--- src/rtl/alu_seq.sv ---
// -----------------------------------------------------------------------------
// alu_seq -- handshaked, registered ALU of width WIDTH.
//
// Single-cycle operations (add/sub/logic/compare/undefined) are computed
// combinationally from the presented operands and registered on accept.
// Shifts and rotates by a variable amount n = b[SHW-1:0] step a work register
// one bit per cycle in BUSY. Results and flags are written once, on entry to
// DONE, and held until the consumer handshake.
//
// Ports:
//   clk        rising-edge clock
//   rst_n      asynchronous active-low reset
//   in_valid   operation presented on op/a/b
//   in_ready   block can accept (state == IDLE)
//   op         4-bit opcode
//   a, b       WIDTH-bit operands, sampled on accept only
//   out_valid  y/flags hold a result (state == DONE)
//   out_ready  consumer takes the result
//   y          registered result
//   cout, zero, ovf, err  registered flags
// -----------------------------------------------------------------------------
module alu_seq #(
    parameter int WIDTH = 8
) (
    input  logic             clk,
    input  logic             rst_n,
    input  logic             in_valid,
    output logic             in_ready,
    input  logic [3:0]       op,
    input  logic [WIDTH-1:0] a,
    input  logic [WIDTH-1:0] b,
    output logic             out_valid,
    input  logic             out_ready,
    output logic [WIDTH-1:0] y,
    output logic             cout,
    output logic             zero,
    output logic             ovf,
    output logic             err
);

    localparam int SHW = $clog2(WIDTH);

    localparam logic [3:0] OP_ADD  = 4'd0;
    localparam logic [3:0] OP_SUB  = 4'd1;
    localparam logic [3:0] OP_SHL  = 4'd2;
    localparam logic [3:0] OP_SHR  = 4'd3;
    localparam logic [3:0] OP_ROTL = 4'd4;
    localparam logic [3:0] OP_ROTR = 4'd5;
    localparam logic [3:0] OP_AND  = 4'd6;
    localparam logic [3:0] OP_OR   = 4'd7;
    localparam logic [3:0] OP_XOR  = 4'd8;
    localparam logic [3:0] OP_NOR  = 4'd9;
    localparam logic [3:0] OP_NAND = 4'd10;
    localparam logic [3:0] OP_XNOR = 4'd11;
    localparam logic [3:0] OP_GT   = 4'd12;
    localparam logic [3:0] OP_LT   = 4'd13;
    localparam logic [3:0] OP_EQ   = 4'd14;

    localparam logic [SHW-1:0] CNT_ZERO = {SHW{1'b0}};
    localparam logic [SHW-1:0] CNT_ONE  = {{(SHW-1){1'b0}}, 1'b1};
    localparam logic [WIDTH-1:0] Y_ZERO = {WIDTH{1'b0}};

    typedef enum logic [1:0] {
        ST_IDLE = 2'd0,
        ST_BUSY = 2'd1,
        ST_DONE = 2'd2
    } state_t;

    state_t           state_r;
    state_t           state_nx_s;
    logic [3:0]       op_r;
    logic [WIDTH-1:0] work_r;
    logic [SHW-1:0]   cnt_r;

    logic [SHW-1:0]   n_s;
    logic             is_shift_s;
    logic             go_busy_s;
    logic [WIDTH:0]   sum_s;
    logic [WIDTH:0]   diff_s;
    logic [WIDTH-1:0] res_y_s;
    logic             res_cout_s;
    logic             res_ovf_s;
    logic             res_err_s;
    logic [WIDTH:0]   step_s;

    // One shift/rotate step; returns {bit shifted out (0 for rotates), new value}.
    function automatic logic [WIDTH:0] shift_step(input logic [3:0] kind,
                                                  input logic [WIDTH-1:0] v);
        logic [WIDTH:0] r;
        case (kind)
            OP_SHL:  r = {v[WIDTH-1], v[WIDTH-2:0], 1'b0};
            OP_SHR:  r = {v[0], 1'b0, v[WIDTH-1:1]};
            OP_ROTL: r = {1'b0, v[WIDTH-2:0], v[WIDTH-1]};
            OP_ROTR: r = {1'b0, v[0], v[WIDTH-1:1]};
            default: r = {1'b0, v};
        endcase
        return r;
    endfunction

    assign n_s        = b[SHW-1:0];
    assign is_shift_s = (op >= OP_SHL) && (op <= OP_ROTR);
    assign go_busy_s  = is_shift_s && (n_s != CNT_ZERO);
    assign sum_s      = {1'b0, a} + {1'b0, b};
    assign diff_s     = {1'b0, a} - {1'b0, b};
    assign step_s     = shift_step(op_r, work_r);

    assign in_ready  = (state_r == ST_IDLE);
    assign out_valid = (state_r == ST_DONE);

    // Single-cycle result for the presented operands (shift with n=0 passes a).
    always_comb begin
        res_y_s    = Y_ZERO;
        res_cout_s = 1'b0;
        res_ovf_s  = 1'b0;
        res_err_s  = 1'b0;
        case (op)
            OP_ADD: begin
                res_y_s    = sum_s[WIDTH-1:0];
                res_cout_s = sum_s[WIDTH];
                res_ovf_s  = (a[WIDTH-1] == b[WIDTH-1]) && (sum_s[WIDTH-1] != a[WIDTH-1]);
            end
            OP_SUB: begin
                // Extended subtraction MSB is the borrow, i.e. a < b.
                res_y_s    = diff_s[WIDTH-1:0];
                res_cout_s = diff_s[WIDTH];
                res_ovf_s  = (a[WIDTH-1] != b[WIDTH-1]) && (diff_s[WIDTH-1] != a[WIDTH-1]);
            end
            OP_SHL, OP_SHR, OP_ROTL, OP_ROTR: res_y_s = a;
            OP_AND:  res_y_s = a & b;
            OP_OR:   res_y_s = a | b;
            OP_XOR:  res_y_s = a ^ b;
            OP_NOR:  res_y_s = ~(a | b);
            OP_NAND: res_y_s = ~(a & b);
            OP_XNOR: res_y_s = ~(a ^ b);
            OP_GT:   res_y_s = {{(WIDTH-1){1'b0}}, (a > b)};
            OP_LT:   res_y_s = {{(WIDTH-1){1'b0}}, (a < b)};
            OP_EQ:   res_y_s = {{(WIDTH-1){1'b0}}, (a == b)};
            default: res_err_s = 1'b1;
        endcase
    end

    // Next-state logic.
    always_comb begin
        state_nx_s = state_r;
        case (state_r)
            ST_IDLE: begin
                if (in_valid) begin
                    state_nx_s = go_busy_s ? ST_BUSY : ST_DONE;
                end else begin
                    state_nx_s = ST_IDLE;
                end
            end
            ST_BUSY: begin
                if (cnt_r == CNT_ONE) begin
                    state_nx_s = ST_DONE;
                end else begin
                    state_nx_s = ST_BUSY;
                end
            end
            ST_DONE: begin
                if (out_ready) begin
                    state_nx_s = ST_IDLE;
                end else begin
                    state_nx_s = ST_DONE;
                end
            end
            default: state_nx_s = ST_IDLE;
        endcase
    end

    // State register.
    always_ff @(posedge clk or negedge rst_n) begin
        if (!rst_n) begin
            state_r <= ST_IDLE;
        end else begin
            state_r <= state_nx_s;
        end
    end

    // Datapath: operand capture, shift stepping and the single result write.
    always_ff @(posedge clk or negedge rst_n) begin
        if (!rst_n) begin
            op_r   <= 4'd0;
            work_r <= Y_ZERO;
            cnt_r  <= CNT_ZERO;
            y      <= Y_ZERO;
            cout   <= 1'b0;
            zero   <= 1'b0;
            ovf    <= 1'b0;
            err    <= 1'b0;
        end else begin
            case (state_r)
                ST_IDLE: begin
                    if (in_valid) begin
                        op_r <= op;
                        if (go_busy_s) begin
                            work_r <= a;
                            cnt_r  <= n_s;
                        end else begin
                            y    <= res_y_s;
                            cout <= res_cout_s;
                            zero <= (res_y_s == Y_ZERO);
                            ovf  <= res_ovf_s;
                            err  <= res_err_s;
                        end
                    end
                end
                ST_BUSY: begin
                    work_r <= step_s[WIDTH-1:0];
                    cnt_r  <= cnt_r - CNT_ONE;
                    // Last step: the stepped value and its shifted-out bit are final.
                    if (cnt_r == CNT_ONE) begin
                        y    <= step_s[WIDTH-1:0];
                        cout <= step_s[WIDTH];
                        zero <= (step_s[WIDTH-1:0] == Y_ZERO);
                        ovf  <= 1'b0;
                        err  <= 1'b0;
                    end
                end
                default: begin
                    work_r <= work_r;
                end
            endcase
        end
    end

endmodule

--- config.mk ---
export PLATFORM = sky130hd
export DESIGN_NAME = alu_seq
export DESIGN_NICKNAME = d
export VERILOG_FILES = /design/src/rtl/alu_seq.sv
export SDC_FILE = /design/constraint.sdc
export NUM_CORES = 1
export LEC_CHECK = 0
export CAP_MARGIN = 20
export CORE_MARGIN = 4
export CORE_UTILIZATION = 51
export CTS_BUF_LIST = sky130_fd_sc_hd__clkbuf_4 sky130_fd_sc_hd__clkbuf_8
export DETAILED_ROUTE_END_ITERATION = 8
export PLACE_DENSITY = 0.76
export SETUP_SLACK_MARGIN = 0.02
export SYNTH_ARGS = -nofsm -noshare
export SYNTH_HDL_FRONTEND = slang
export SYNTH_SLANG_ARGS = --single-unit
export TNS_END_PERCENT = 10
--- constraint.sdc ---
create_clock -name clk -period 1.9 [get_ports clk]
set_clock_uncertainty 0.15 [all_clocks]
set_input_delay 0.475 -clock clk [delete_from_list [all_inputs] [get_ports clk]]
set_output_delay 0.475 -clock clk [all_outputs]
set_load 0.01 [all_outputs]
==> qor.csv <==
metric;value;unit
switch share;42.08;%
Net count, final;636;
HP Class;reg2reg;
Synth Flop Type;dfrtp_1;
core region area;6386;µm²
CTS clk-pin slew, worst paths;0.06;ns
Hold Fails Final Rpt;0;
Worst R2R Setup Slack;-0.21;ns
top cells by count, synth;nor2_1, nand2_1, dfrtp_1;
Synth area leader;dfrtp_1;
DRC Markers;0;
Pleak;2.403;nW
WHS Path Cells;2;
asr flop ratio synth;100.0;%
top post-synthesis cells by area;dfrtp_1, ha_1, mux2i_1;
WP data required;1.96;ns
post-layout util;83.25;%
Clock Latency Late Sink;0.29;ns
Post-DP Area;4787;µm²
Seq pwr share;23.5;%
power per cell area;908.2;nW/µm²
Boundary Pins;38;
Die Area;7950;µm²
Clock H-tree levels;2;
yosys warns;0;
Slew Limit Headroom;67.74;%
initial antenna violation count;0;
clk sink count;29;
failing checks;negative setup slack;
post-synthesis sequential area ratio;21.60;%
Initial Utilization;52.61;%
Total GRT Usage;32.55;%
PnR worst setup slack;-0.7564;ns
number of synthesized flops with an enable pin;0;
Worst Hold Path EP;y[3];
r2r endpoint;zero;
post-DR vias/cell;6.443;
worst-case reg-to-reg path depth;6;
root buffer cell;clkbuf_8;
Post-CTS Hold Buffers;0;
Final ANT Viol Nets;0;
Pint;2.796;mW
Crit path arrival time;2.71;ns
drt initial violations;484;
Comb pwr share;65.4;%
CP Class;in2reg;
final worst path period share;139.8;%
worst slew pin tran;0.4776;ns
Num CTS Buffers;5;
Total Wirelength;13.34;mm
GR Overflow Total;0;
Cell Area, Synth;3359;µm²
Wirelength per Cell;20.18;µm
clock power share;11.1;%
share of post-route cells with drive strength above 1;44.18;%
Avg Inst Size Synth;7.868;µm²
endpoints failing setup;22;
min cycle time layout;2.656;ns
via count;4259;
Max Slew Vio Count;0;
Peak supply drop;0.8967;mV
status;finished with violations;
Max-Cap Viols;0;
global-route wire length before repair;20.24;mm
slowest stage delay, CP;0.45;ns
port bufs;37;
largest net degree at the start of global routing;30;
synth-to-layout area growth;58.25;%
chip height;89.16;µm
Die X;89.16;µm
antenna cells;0;
detailed placement HPWL;9.139;mm
cell repeated most along the worst path;inv_2;
Net Sw Power;2.032;mW
post-route cell area;5316;µm²
Yosys cell types;71;
hold_ws;0.3204;ns
Mapped Nets;479;
Seq cells post-synth;29;
row count;29;
worst-case clock buffer depth;2;
unrepaired setup endpoints after global routing;yes;
count leader, synth;nor2_1;
cells along the critical path;buf_8, inv_2, ha_2, inv_2, fa_2, a31oi_1, o32ai_1, nor3_1, o211ai_1, or3_4, o31ai_2;
Max Freq;376.5;MHz
type of origin of the critical path;input pin;
GP Congestion;1.045;
CP Capture Type;flop;
area fraction of the dominant cell type after synthesis;21.60;%
Synth Instances;427;
RR Startpoint;state_r[0];
First-pass DRT Iterations;5;
number of global-route vias before repair;4288;
CTS tree;done;
Worst path slowest cell;fa_2;
worst-path fanout max;3;
start point of the worst hold path;y[3];
[area by class of cell]
class	count	area [µm²]
clock buffers	7	90.09
fillers	354	1070
inverters	28	108.9
repair buffers	184	1536
flip-flops and latches	29	725.7
well taps	77	96.34
multi-input cells	336	2759
[worst max-delay path, delay by kind of cell]
family	cells	cell delay (ns)
AO/OA/AOI/OAI	4	0.72
AND/OR/NAND/NOR	2	0.66
adder cells (fa/ha/maj)	2	0.65
buffers and inverters	3	0.22
[stage by stage]
stage	TNS [ns]	cells	setup WS [ns]	power, mW
final	-6.827	661	-0.7564	4.828
after global routing	-8.136	661	-0.8210	5.117
after detailed placement	-25.01	645	-1.481	3.945
after floorplan	-5.778	427	-0.6451	2.522
after global placement	-23.39	645	-1.360	3.828
after CTS	-6.403	660	-0.7330	4.621
[cells in the final DEF, fill, tap and decap left out, drive strengths merged, types with 5 or more instances in the layout]
cell	count
nor3	9
nor4	6
nand2b	7
a211oi	10
nand3	9
buf	154
dlymetal6s2s	5
nor2b	13
nor2	36
mux2	6
a21oi	30
dlygate4sd2	7
o31ai	6
or4	5
dfrtp	29
ha	26
inv	27
nand2	33
clkbuf	10
a21o	5
mux2i	20
clkdlybuf4s50	14
o21ai	24
[timing repair]
item | 4_1_cts | 5_1_grt
endpoints found under the setup margin | 28 | 26
gates resized for setup | 98 | 55
buffers inserted | 8 | 2
pin swaps | 26 | 29
[cells by family (layout without fill, tap and decap cells)]
logic type                 count (synthesis)  in the layout  share of synthesized area [%]
AOI/OAI and AO/OA                        133            133                          28.01
xor gates and xnor gates                   5              5                          1.304
adders and majority gates                 28             28                          10.88
buffers and inverters                     62            219                          7.896
DFF                                       29             29                          21.60
muxes                                     26             26                          7.970
and+or+nand+nor                          144            144                          22.35
[power by group through the flow]
| stage | sequential, mW | clock, mW | combinational (mW) |
|---|---|---|---|
| after floorplan | 1.10 | 0 | 1.42 |
| after global placement | 1.09 | 0 | 2.73 |
| after detailed placement | 1.12 | 0 | 2.83 |
| after CTS | 1.11 | 0.536 | 2.97 |
| after global routing | 1.15 | 0.571 | 3.40 |
| final | 1.13 | 0.537 | 3.16 |
[worst max path at each step]
| stage | startpoint | end |
|---|---|---|
| CTS | b[0] | zero |
| global route | a[0] | zero |
| detailed placement | b[1] | y[0] |
| floorplan | a[0] | zero |
| finish | a[0] | zero |
| global placement | a[0] | zero |
[metal layers]
metal	vias up	global-route usage, %	share of wire, %
li1	1898	-	-
met5	-	0	0
met4	0	18.27	5.0
met2	278	55.66	50
met1	2005	37.74	37
met3	78	6.544	8.3
[flip-flops by register name (all words and copies together) (netlist names)]
register / flops
cnt_r: 3
cout: 1
err: 1
op_r: 4
ovf: 1
state_r: 2
work_r: 8
y: 8
zero: 1
Note: power is estimated with default switching activity, not from simulation.
